**config.mk**
```make
export PLATFORM = sky130hd
export DESIGN_NAME = rr_grant_ctrl
export DESIGN_NICKNAME = d
export VERILOG_FILES = /design/src/rtl/rr_grant_ctrl.sv
export SDC_FILE = /design/constraint.sdc
export NUM_CORES = 1
export LEC_CHECK = 0
export CAP_MARGIN = 25
export CORE_MARGIN = 2
export CORE_UTILIZATION = 24
export DETAILED_ROUTE_END_ITERATION = 16
export GPL_ROUTABILITY_DRIVEN = 1
export SLEW_MARGIN = 20
export SYNTH_ARGS = -nofsm -noshare
export SYNTH_HDL_FRONTEND = slang
export SYNTH_SLANG_ARGS = --single-unit
```
**constraint.sdc**
```tcl
create_clock -name clk -period 3 [get_ports clk]
set_input_delay 0.9 -clock clk [delete_from_list [all_inputs] [get_ports clk]]
set_output_delay 0.9 -clock clk [all_outputs]
set_load 0.03 [all_outputs]
```
**src/rtl/rr_grant_ctrl.sv**
```systemverilog
// Round-robin arbiter for four requesters sharing one 2-to-4 decoder.
// Registered grant bus, bounded hold time and a one-cycle gap between grants.
module rr_grant_ctrl #(
    parameter int MAX_HOLD = 15,
    parameter int HOLD_W   = 4
) (
    input  logic       clk,
    input  logic       rst,
    input  logic [3:0] req,
    output logic [3:0] gnt,
    output logic [1:0] gnt_sel,
    output logic       gnt_en,
    output logic       busy,
    output logic       ovr
);

    typedef enum logic [1:0] {
        S_IDLE  = 2'd0,
        S_GRANT = 2'd1,
        S_GAP   = 2'd2
    } state_t;

    localparam logic [HOLD_W-1:0] HOLD_LAST = HOLD_W'(MAX_HOLD - 1);

    state_t            r_state;
    logic [1:0]        r_ptr;
    logic [HOLD_W-1:0] r_cnt;
    logic [3:0]        r_gnt;
    logic [1:0]        r_sel;
    logic              r_en;
    logic              r_busy;
    logic              r_ovr;

    logic              w_any;
    logic [1:0]        w_win;
    logic [3:0]        w_win_oh;
    logic              w_cur_req;
    logic              w_expired;
    logic [1:0]        w_next_ptr;

    // Rotating search from the pointer; first asserted request wins.
    always_comb begin
        logic [1:0] idx;
        logic       found;
        w_win = r_ptr;
        found = 1'b0;
        idx   = r_ptr;
        for (int k = 0; k < 4; k++) begin
            idx = r_ptr + 2'(k);
            if (!found && req[idx]) begin
                w_win = idx;
                found = 1'b1;
            end
        end
    end

    // Release conditions and decoded winner for the current cycle.
    always_comb begin
        w_any      = |req;
        w_win_oh   = 4'b0001 << w_win;
        w_cur_req  = req[r_sel];
        w_expired  = (r_cnt == HOLD_LAST);
        w_next_ptr = r_sel + 2'd1;
    end

    // Arbitration FSM with all outputs registered.
    always_ff @(posedge clk or posedge rst) begin
        if (rst) begin
            r_state <= S_IDLE;
            r_ptr   <= 2'd0;
            r_cnt   <= '0;
            r_gnt   <= 4'b0000;
            r_sel   <= 2'd0;
            r_en    <= 1'b0;
            r_busy  <= 1'b0;
            r_ovr   <= 1'b0;
        end else begin
            unique case (r_state)
                S_IDLE, S_GAP: begin
                    r_ovr <= 1'b0;
                    if (w_any) begin
                        r_state <= S_GRANT;
                        r_sel   <= w_win;
                        r_gnt   <= w_win_oh;
                        r_en    <= 1'b1;
                        r_busy  <= 1'b1;
                        r_cnt   <= '0;
                    end else begin
                        r_state <= S_IDLE;
                        r_gnt   <= 4'b0000;
                        r_en    <= 1'b0;
                        r_busy  <= 1'b0;
                    end
                end
                S_GRANT: begin
                    if (!w_cur_req || w_expired) begin
                        r_state <= S_GAP;
                        r_gnt   <= 4'b0000;
                        r_en    <= 1'b0;
                        r_busy  <= 1'b1;
                        r_ptr   <= w_next_ptr;
                        // A dropping request wins over expiry: no overrun pulse.
                        r_ovr   <= w_cur_req;
                    end else begin
                        r_cnt   <= r_cnt + 1'b1;
                        r_ovr   <= 1'b0;
                    end
                end
                default: begin
                    r_state <= S_IDLE;
                    r_gnt   <= 4'b0000;
                    r_en    <= 1'b0;
                    r_busy  <= 1'b0;
                    r_ovr   <= 1'b0;
                end
            endcase
        end
    end

    assign gnt     = r_gnt;
    assign gnt_sel = r_sel;
    assign gnt_en  = r_en;
    assign busy    = r_busy;
    assign ovr     = r_ovr;

endmodule
```
==> run_summary.xml, run 1 <==
<?xml version="1.0" encoding="UTF-8"?>
<metrics>
  <group name="final_layout">
    <metric name="drive_above_1_share" unit="%">10.0</metric>
    <metric name="design_area" unit="um2">1050</metric>
    <metric name="multiInputGateArea" unit="um2">389</metric>
    <metric name="final-seq-area" unit="um2">425</metric>
    <metric name="final.fill_count" unit="">379</metric>
    <metric name="area_growth" unit="%">24.3</metric>
    <metric name="design.final.nets" unit="">109</metric>
    <metric name="diodes" unit="">0</metric>
  </group>
  <group name="clock_tree">
    <metric name="clkLatencyLatePin" unit="ns">0.29</metric>
    <metric name="cts_buffer_depth" unit="">2</metric>
    <metric name="clkTransAtPathRegs" unit="ns">0.10</metric>
    <metric name="post_cts_resize_count" unit="">0</metric>
    <metric name="tritoncts_num_sinks" unit="">17</metric>
    <metric name="htreeDepth" unit="">1</metric>
    <metric name="tritoncts" unit="">built</metric>
    <metric name="clock_tree.root_cell" unit="">sky130_fd_sc_hd__clkbuf_4</metric>
    <metric name="cts_post_setup_buffers_inserted" unit="">0</metric>
    <metric name="post_cts_hold_buffer_count" unit="">0</metric>
    <metric name="cts_made_buffers" unit="">3</metric>
  </group>
  <group name="setup_path">
    <metric name="worst_setup_path_startpoint" unit="">gnt_sel[0]</metric>
    <metric name="critPathArrivalTime" unit="ns">1.51</metric>
    <metric name="crit_path_max_incr_delay" unit="ns">0.73</metric>
    <metric name="setup_crit_end" unit="">gnt_sel[0]</metric>
    <metric name="worst-path-stages" unit="">1</metric>
    <metric name="end_kind" unit="">primary output</metric>
    <metric name="cp_buf_inv_count" unit="">1</metric>
    <metric name="reg2reg_depth" unit="">3</metric>
    <metric name="crit_family" unit="">buffers and inverters</metric>
    <metric name="worst_r2r_startpoint" unit="">gnt_sel[0]</metric>
    <metric name="critical_path.reg2reg.endpoint" unit="">gnt[2]</metric>
    <metric name="critical_path_peak_fanout" unit="">5</metric>
    <metric name="setup.reg_to_reg.worst_slack" unit="ns">1.23</metric>
    <metric name="worst-endpoint-required" unit="ns">2.10</metric>
    <metric name="cp_cell_sequence" unit="">clkdlybuf4s50_1</metric>
    <metric name="timing_worst_setup_path_type" unit="">register to primary output</metric>
    <metric name="worstSetupStartpointType" unit="">register</metric>
    <metric name="slowest_stage" unit="">sky130_fd_sc_hd__clkdlybuf4s50_1</metric>
  </group>
  <group name="global_routing">
    <metric name="grt_pass1_vias" unit="">649</metric>
    <metric name="number_of_antenna_violations_at_the_first_check_in_global_routing" unit="">0</metric>
    <metric name="grt_first_pass_wirelength" unit="um">3010</metric>
    <metric name="grt-ovfl-total" unit="">0</metric>
    <metric name="grtUsageTotal" unit="%">9.59</metric>
    <metric name="grt_max_degree" unit="">18</metric>
  </group>
  <group name="placement">
    <metric name="portBuffers" unit="">14</metric>
    <metric name="finalWeightedCongestion" unit="">0.842</metric>
    <metric name="placedInstanceArea" unit="um2">1030</metric>
    <metric name="dp_hpwl" unit="um">1300</metric>
    <metric name="dp_worst_slack" unit="ns">0.324</metric>
  </group>
  <group name="pwr">
    <metric name="internal_power" unit="uW">584</metric>
    <metric name="pwr-share-seq" unit="%">38.5</metric>
    <metric name="combinationalPowerShare" unit="%">49.7</metric>
    <metric name="p_switching" unit="uW">444</metric>
    <metric name="p_leak" unit="nW">0.457</metric>
    <metric name="irDropWorstVdd" unit="V">0.000443</metric>
    <metric name="post-layout-total-power" unit="mW">1.03</metric>
    <metric name="cellPowerDensity" unit="nW/um2">975</metric>
    <metric name="share_clk_of_total_power" unit="%">11.8</metric>
    <metric name="p_sw_share" unit="%">43.2</metric>
  </group>
  <group name="synthesis">
    <metric name="ys_seq_elements" unit="">17</metric>
    <metric name="share_of_synthesized_registers_carrying_an_async_set_or_reset" unit="%">100</metric>
    <metric name="synth-main-ff-cell" unit="">sky130_fd_sc_hd__dfrtp_1</metric>
    <metric name="post_synth.cell_area_avg" unit="um2">10.1</metric>
    <metric name="share_of_the_synthesized_area_in_the_top_cell_type" unit="%">50.1</metric>
    <metric name="syn-cell-area" unit="um2">848</metric>
    <metric name="post_synth_most_frequent_cells" unit="">sky130_fd_sc_hd__dfrtp_1 (17), sky130_fd_sc_hd__nand2_1 (13), sky130_fd_sc_hd__nor2_1 (7), sky130_fd_sc_hd__o21ai_0 (7), sky130_fd_sc_hd__a21oi_1 (5)</metric>
    <metric name="post_synth_inst_count" unit="">84</metric>
    <metric name="synth-edff-count" unit="">0</metric>
    <metric name="synth.yosys.seq_area_share" unit="%">50.1</metric>
    <metric name="cell_with_the_most_instances_after_synthesis" unit="">sky130_fd_sc_hd__dfrtp_1</metric>
    <metric name="synth_fp_nets" unit="">92</metric>
    <metric name="synth_largest_area_cell" unit="">sky130_fd_sc_hd__dfrtp_1</metric>
    <metric name="ys_warn_count" unit="">0</metric>
    <metric name="synth_top_cells_by_area" unit="">sky130_fd_sc_hd__dfrtp_1 (50%), sky130_fd_sc_hd__nand2_1 (5.8%), sky130_fd_sc_hd__o21ai_0 (4.1%)</metric>
    <metric name="synth_cell_type_count" unit="">29</metric>
  </group>
  <group name="floorplan">
    <metric name="rows" unit="">21</metric>
    <metric name="core_area" unit="um2">3360</metric>
    <metric name="die_w" unit="um">63.5</metric>
    <metric name="ios" unit="">15</metric>
    <metric name="chipHeight" unit="um">63.5</metric>
    <metric name="start_util" unit="%">25.2</metric>
    <metric name="fp.dieArea" unit="um2">4030</metric>
  </group>
  <group name="sta">
    <metric name="maximum_frequency_from_static_timing_analysis" unit="MHz">415</metric>
    <metric name="max_slew_violation_count" unit="">0</metric>
    <metric name="finalCriticalPeriod" unit="ns">2.41</metric>
    <metric name="final-hold-violation-count" unit="">0</metric>
    <metric name="max_slew.worst_pin.slew" unit="ns">0.637</metric>
    <metric name="rsz0062_at_grt" unit="">false</metric>
    <metric name="timing.clock.skew" unit="ns">0.00614</metric>
    <metric name="maxSlewHeadroom" unit="%">57.5</metric>
    <metric name="min_period_over_period" unit="%">80.3</metric>
    <metric name="layout_setup_ws" unit="ns">0.590</metric>
    <metric name="finalSetupTns" unit="ns">0</metric>
    <metric name="setup_violations" unit="">0</metric>
    <metric name="worst_hold_slack" unit="ns">0.495</metric>
  </group>
  <group name="drt">
    <metric name="drtPass1Iterations" unit="">4</metric>
    <metric name="drt-wirelength-per-cell" unit="um">11.8</metric>
    <metric name="drc" unit="">0</metric>
    <metric name="antenna_violating_nets_post_route" unit="">0</metric>
    <metric name="detail_route.iter0.violations" unit="">7</metric>
    <metric name="drt-total-wl" unit="um">1720</metric>
    <metric name="routed_via_density" unit="">4.57</metric>
    <metric name="routed-via-count" unit="">667</metric>
  </group>
  <group name="hold_path">
    <metric name="hold_path.class" unit="">register to register</metric>
  </group>
  <group name="job">
    <metric name="max-cap-violations" unit="">0</metric>
  </group>
  <group name="run_status">
    <metric name="outcome" unit="">completed</metric>
  </group>
</metrics>
metal layers:
| metal | part of all wire, % | vias to the layer above | track usage [%] |
|---|---|---|---|
| met5 | 0 | - | 0 |
| met4 | 1.6 | 0 | 3.26 |
| met3 | 3.6 | 2 | 3.04 |
| met2 | 47 | 10 | 14.3 |
| met1 | 48 | 325 | 13.1 |
| li1 | - | 330 | - |
final cells by class:
class                           count  area share [%]
Clock buffer                        3            2.14
Clock inverter                      1           0.474
Tap cell                           46            5.46
Timing Repair Buffer               14            13.3
Sequential cell                    17            40.3
Inverter                            4            1.42
Multi-Input combinational cell     61            36.9
per-stage QoR:
stage / util (%) / cells
floorplan: - / 84
global route: 31.4 / 146
CTS: 31.4 / 146
finish: 31.4 / 146
global placement: 30.5 / 142
detailed placement: 30.5 / 142
cells by family (layout without fill, tap and decap cells):
kind of cell,after synthesis,after routing,synth area share (%)
xor gates and xnor gates,1,1,1.03
adders and majority gates,2,2,2.95
muxes,3,3,5.01
buffers and inverters,6,22,3.98
AOI/OAI and AO/OA,24,24,19.0
and+or+nand+nor,31,31,17.8
DFF,17,17,50.1
flip-flops by register name, summed over array words and instances (netlist names):
signal,flops
r_ptr,2
gnt_sel,2
r_state,2
busy,1
gnt,4
gnt_en,1
r_cnt,4
ovr,1
layout by cell type, fill, tap and decap left out, types with 2 or more instances in the layout:
master                            instances
sky130_fd_sc_hd__dfrtp_1                 17
sky130_fd_sc_hd__clkdlybuf4s50_1         14
sky130_fd_sc_hd__nand2_1                 13
sky130_fd_sc_hd__nor2_1                   7
sky130_fd_sc_hd__o21ai_0                  7
sky130_fd_sc_hd__a21oi_1                  5
sky130_fd_sc_hd__inv_1                    4
sky130_fd_sc_hd__nor2b_1                  4
sky130_fd_sc_hd__clkbuf_4                 3
sky130_fd_sc_hd__nand3_1                  2
sky130_fd_sc_hd__mux2i_1                  2
sky130_fd_sc_hd__o22a_1                   2
sky130_fd_sc_hd__a22o_2                   2
sky130_fd_sc_hd__ha_1                     2
worst min path at each step:
stage	from	end	slack [ns]	cells after the start
after global placement	gnt_en	gnt_en	0.48	2
after detailed placement	gnt_en	gnt_en	0.47	2
final	gnt_en	gnt_en	0.50	2
after floorplan	r_cnt[2]	r_cnt[2]	0.47	1
after CTS	gnt_en	gnt_en	0.50	2
after global routing	gnt[0]	gnt[0]	0.55	1
power groups by stage:
stage | logic (mW) | clock network [mW] | registers, mW
2_1_floorplan | 0.274 | 0 | 0.479
3_3_place_gp | 0.506 | 0 | 0.396
3_5_place_dp | 0.516 | 0 | 0.401
4_1_cts | 0.520 | 0.127 | 0.397
5_1_grt | 0.565 | 0.137 | 0.411
6_report | 0.512 | 0.121 | 0.396
Power figures use the tool's default switching activity.
==> run 2, diff against run 1 <==
Clock period 3 ns to 2.25 ns, I/O delays scaled along.
==> run 2 against run 1 <==
Effect of this change: sequential share of layout area decreased by 1.7 points; total power increased by 38%; via count increased by 3.4%; global-route usage increased by 0.45 points.
==> run_summary.xml, run 2 (synthesis gave the netlist of run 1 again) <==
<?xml version="1.0" encoding="UTF-8"?>
<metrics>
  <group name="sta">
    <metric name="maxSlewHeadroom" unit="%">57.6</metric>
    <metric name="setup_violations" unit="">0</metric>
    <metric name="final-hold-violation-count" unit="">0</metric>
    <metric name="finalCriticalPeriod" unit="ns">2.13</metric>
    <metric name="layout_setup_ws" unit="ns">0.121</metric>
    <metric name="timing.clock.skew" unit="ns">0.00130</metric>
    <metric name="rsz0062_at_grt" unit="">false</metric>
    <metric name="maximum_frequency_from_static_timing_analysis" unit="MHz">470</metric>
    <metric name="min_period_over_period" unit="%">94.6</metric>
    <metric name="worst_hold_slack" unit="ns">0.502</metric>
    <metric name="finalSetupTns" unit="ns">0</metric>
    <metric name="max_slew.worst_pin.slew" unit="ns">0.636</metric>
    <metric name="max_slew_violation_count" unit="">0</metric>
  </group>
  <group name="hold_path">
    <metric name="holdPathStages" unit="">2</metric>
    <metric name="min_to" unit="">gnt[3]</metric>
    <metric name="worstHoldStart" unit="">gnt[3]</metric>
    <metric name="hold_path.class" unit="">register to register</metric>
  </group>
  <group name="setup_path">
    <metric name="slowest_stage" unit="">sky130_fd_sc_hd__clkdlybuf4s50_1</metric>
    <metric name="critical_path_peak_fanout" unit="">5</metric>
    <metric name="crit_family" unit="">buffers and inverters</metric>
    <metric name="critical_path.reg2reg.endpoint" unit="">gnt[0]</metric>
    <metric name="worst-endpoint-required" unit="ns">1.57</metric>
    <metric name="reg2reg_depth" unit="">3</metric>
    <metric name="end_kind" unit="">primary output</metric>
    <metric name="critPathArrivalTime" unit="ns">1.45</metric>
    <metric name="cp_buf_inv_count" unit="">1</metric>
    <metric name="timing_worst_setup_path_type" unit="">register to primary output</metric>
    <metric name="crit_path_max_incr_delay" unit="ns">0.71</metric>
    <metric name="setup.reg_to_reg.worst_slack" unit="ns">0.53</metric>
    <metric name="cp_cell_sequence" unit="">clkdlybuf4s50_1</metric>
    <metric name="worst_r2r_startpoint" unit="">gnt_sel[0]</metric>
    <metric name="worstSetupStartpointType" unit="">register</metric>
  </group>
  <group name="pwr">
    <metric name="share_clk_of_total_power" unit="%">11.6</metric>
    <metric name="cellPowerDensity" unit="nW/um2">1290</metric>
    <metric name="p_sw_share" unit="%">43.1</metric>
    <metric name="p_leak" unit="nW">0.485</metric>
    <metric name="combinationalPowerShare" unit="%">51.6</metric>
    <metric name="irDropWorstVdd" unit="V">0.000528</metric>
    <metric name="post-layout-total-power" unit="mW">1.42</metric>
    <metric name="pwr-share-seq" unit="%">36.8</metric>
    <metric name="internal_power" unit="uW">805</metric>
    <metric name="p_switching" unit="uW">610</metric>
  </group>
  <group name="floorplan">
    <metric name="start_util" unit="%">25.2</metric>
    <metric name="ios" unit="">15</metric>
    <metric name="die_w" unit="um">63.5</metric>
    <metric name="fp.dieArea" unit="um2">4030</metric>
    <metric name="chipHeight" unit="um">63.5</metric>
    <metric name="core_area" unit="um2">3360</metric>
    <metric name="rows" unit="">21</metric>
  </group>
  <group name="clock_tree">
    <metric name="htreeDepth" unit="">1</metric>
    <metric name="tritoncts" unit="">built</metric>
    <metric name="post_cts_hold_buffer_count" unit="">0</metric>
    <metric name="clock_tree.root_cell" unit="">sky130_fd_sc_hd__clkbuf_4</metric>
    <metric name="post_cts_resize_count" unit="">0</metric>
    <metric name="clkTransAtPathRegs" unit="ns">0.10</metric>
    <metric name="cts_post_setup_buffers_inserted" unit="">0</metric>
    <metric name="tritoncts_num_sinks" unit="">17</metric>
    <metric name="cts_made_buffers" unit="">3</metric>
    <metric name="cts_buffer_depth" unit="">2</metric>
    <metric name="clkLatencyLatePin" unit="ns">0.29</metric>
  </group>
  <group name="final_layout">
    <metric name="layout_commonest_cell" unit="">sky130_fd_sc_hd__dfrtp_1</metric>
    <metric name="post-route-util" unit="%">32.7</metric>
    <metric name="instances_no_fill" unit="">152</metric>
    <metric name="design_area" unit="um2">1100</metric>
    <metric name="drive_above_1_share" unit="%">15.1</metric>
    <metric name="diodes" unit="">0</metric>
    <metric name="layout_common_cells" unit="">sky130_fd_sc_hd__dfrtp_1 (17), sky130_fd_sc_hd__clkdlybuf4s50_1 (14), sky130_fd_sc_hd__nand2_1 (13)</metric>
    <metric name="area_growth" unit="%">29.6</metric>
    <metric name="design.final.nets" unit="">115</metric>
  </group>
  <group name="placement">
    <metric name="dp_worst_slack" unit="ns">-0.0739</metric>
    <metric name="placedInstanceArea" unit="um2">1070</metric>
    <metric name="dp_hpwl" unit="um">1490</metric>
    <metric name="place_inst" unit="">148</metric>
    <metric name="portBuffers" unit="">14</metric>
    <metric name="finalWeightedCongestion" unit="">0.745</metric>
  </group>
  <group name="global_routing">
    <metric name="grtUsageTotal" unit="%">10.0</metric>
    <metric name="grt_first_pass_wirelength" unit="um">3150</metric>
    <metric name="grt-ovfl-total" unit="">0</metric>
    <metric name="grt_pass1_vias" unit="">680</metric>
    <metric name="grt_max_degree" unit="">18</metric>
    <metric name="number_of_antenna_violations_at_the_first_check_in_global_routing" unit="">0</metric>
  </group>
  <group name="drt">
    <metric name="drt-wirelength-per-cell" unit="um">12.7</metric>
    <metric name="antenna_violating_nets_post_route" unit="">0</metric>
    <metric name="drt-total-wl" unit="um">1930</metric>
    <metric name="detail_route.iter0.violations" unit="">20</metric>
    <metric name="routed-via-count" unit="">690</metric>
    <metric name="drtPass1Iterations" unit="">4</metric>
    <metric name="routed_via_density" unit="">4.54</metric>
    <metric name="drc" unit="">0</metric>
  </group>
  <group name="job">
    <metric name="max-cap-violations" unit="">0</metric>
  </group>
  <group name="run_status">
    <metric name="outcome" unit="">completed</metric>
  </group>
</metrics>
run 2: power groups by stage:
stage / Sequential [mW] / Combinational [mW] / Clock (mW)
after floorplan: 0.639 / 0.365 / 0
after global placement: 0.522 / 0.714 / 0
after detailed placement: 0.528 / 0.728 / 0
after CTS: 0.521 / 0.734 / 0.170
after global routing: 0.537 / 0.800 / 0.186
final: 0.521 / 0.730 / 0.165
run 2: worst max-delay path by stage:
stage	to	from	cells past startpoint
floorplan	gnt[0]	req[3]	4
global placement	gnt[2]	req[3]	4
detailed placement	gnt[0]	req[2]	4
CTS	gnt_sel[0]	gnt_sel[0]	1
global route	gnt_sel[0]	gnt_sel[0]	1
finish	gnt_sel[0]	gnt_sel[0]	1
run 2: layer usage:
metal	GRT usage (%)	vias to the layer above	part of all wire, %
met4	5.43	0	1.6
met2	16.3	11	49
li1	-	336	-
met5	0	-	0
met3	1.25	2	1.9
met1	12.9	341	48
run 2: final cells by class:
cell class	instances	area, um2
Inverter	4	15.0
Clock inverter	1	5.00
Multi-Input combinational cell	61	389
Fill cell	368	2260
Timing Repair Buffer	20	185
Sequential cell	17	425
Tap cell	46	57.6
Clock buffer	3	22.5
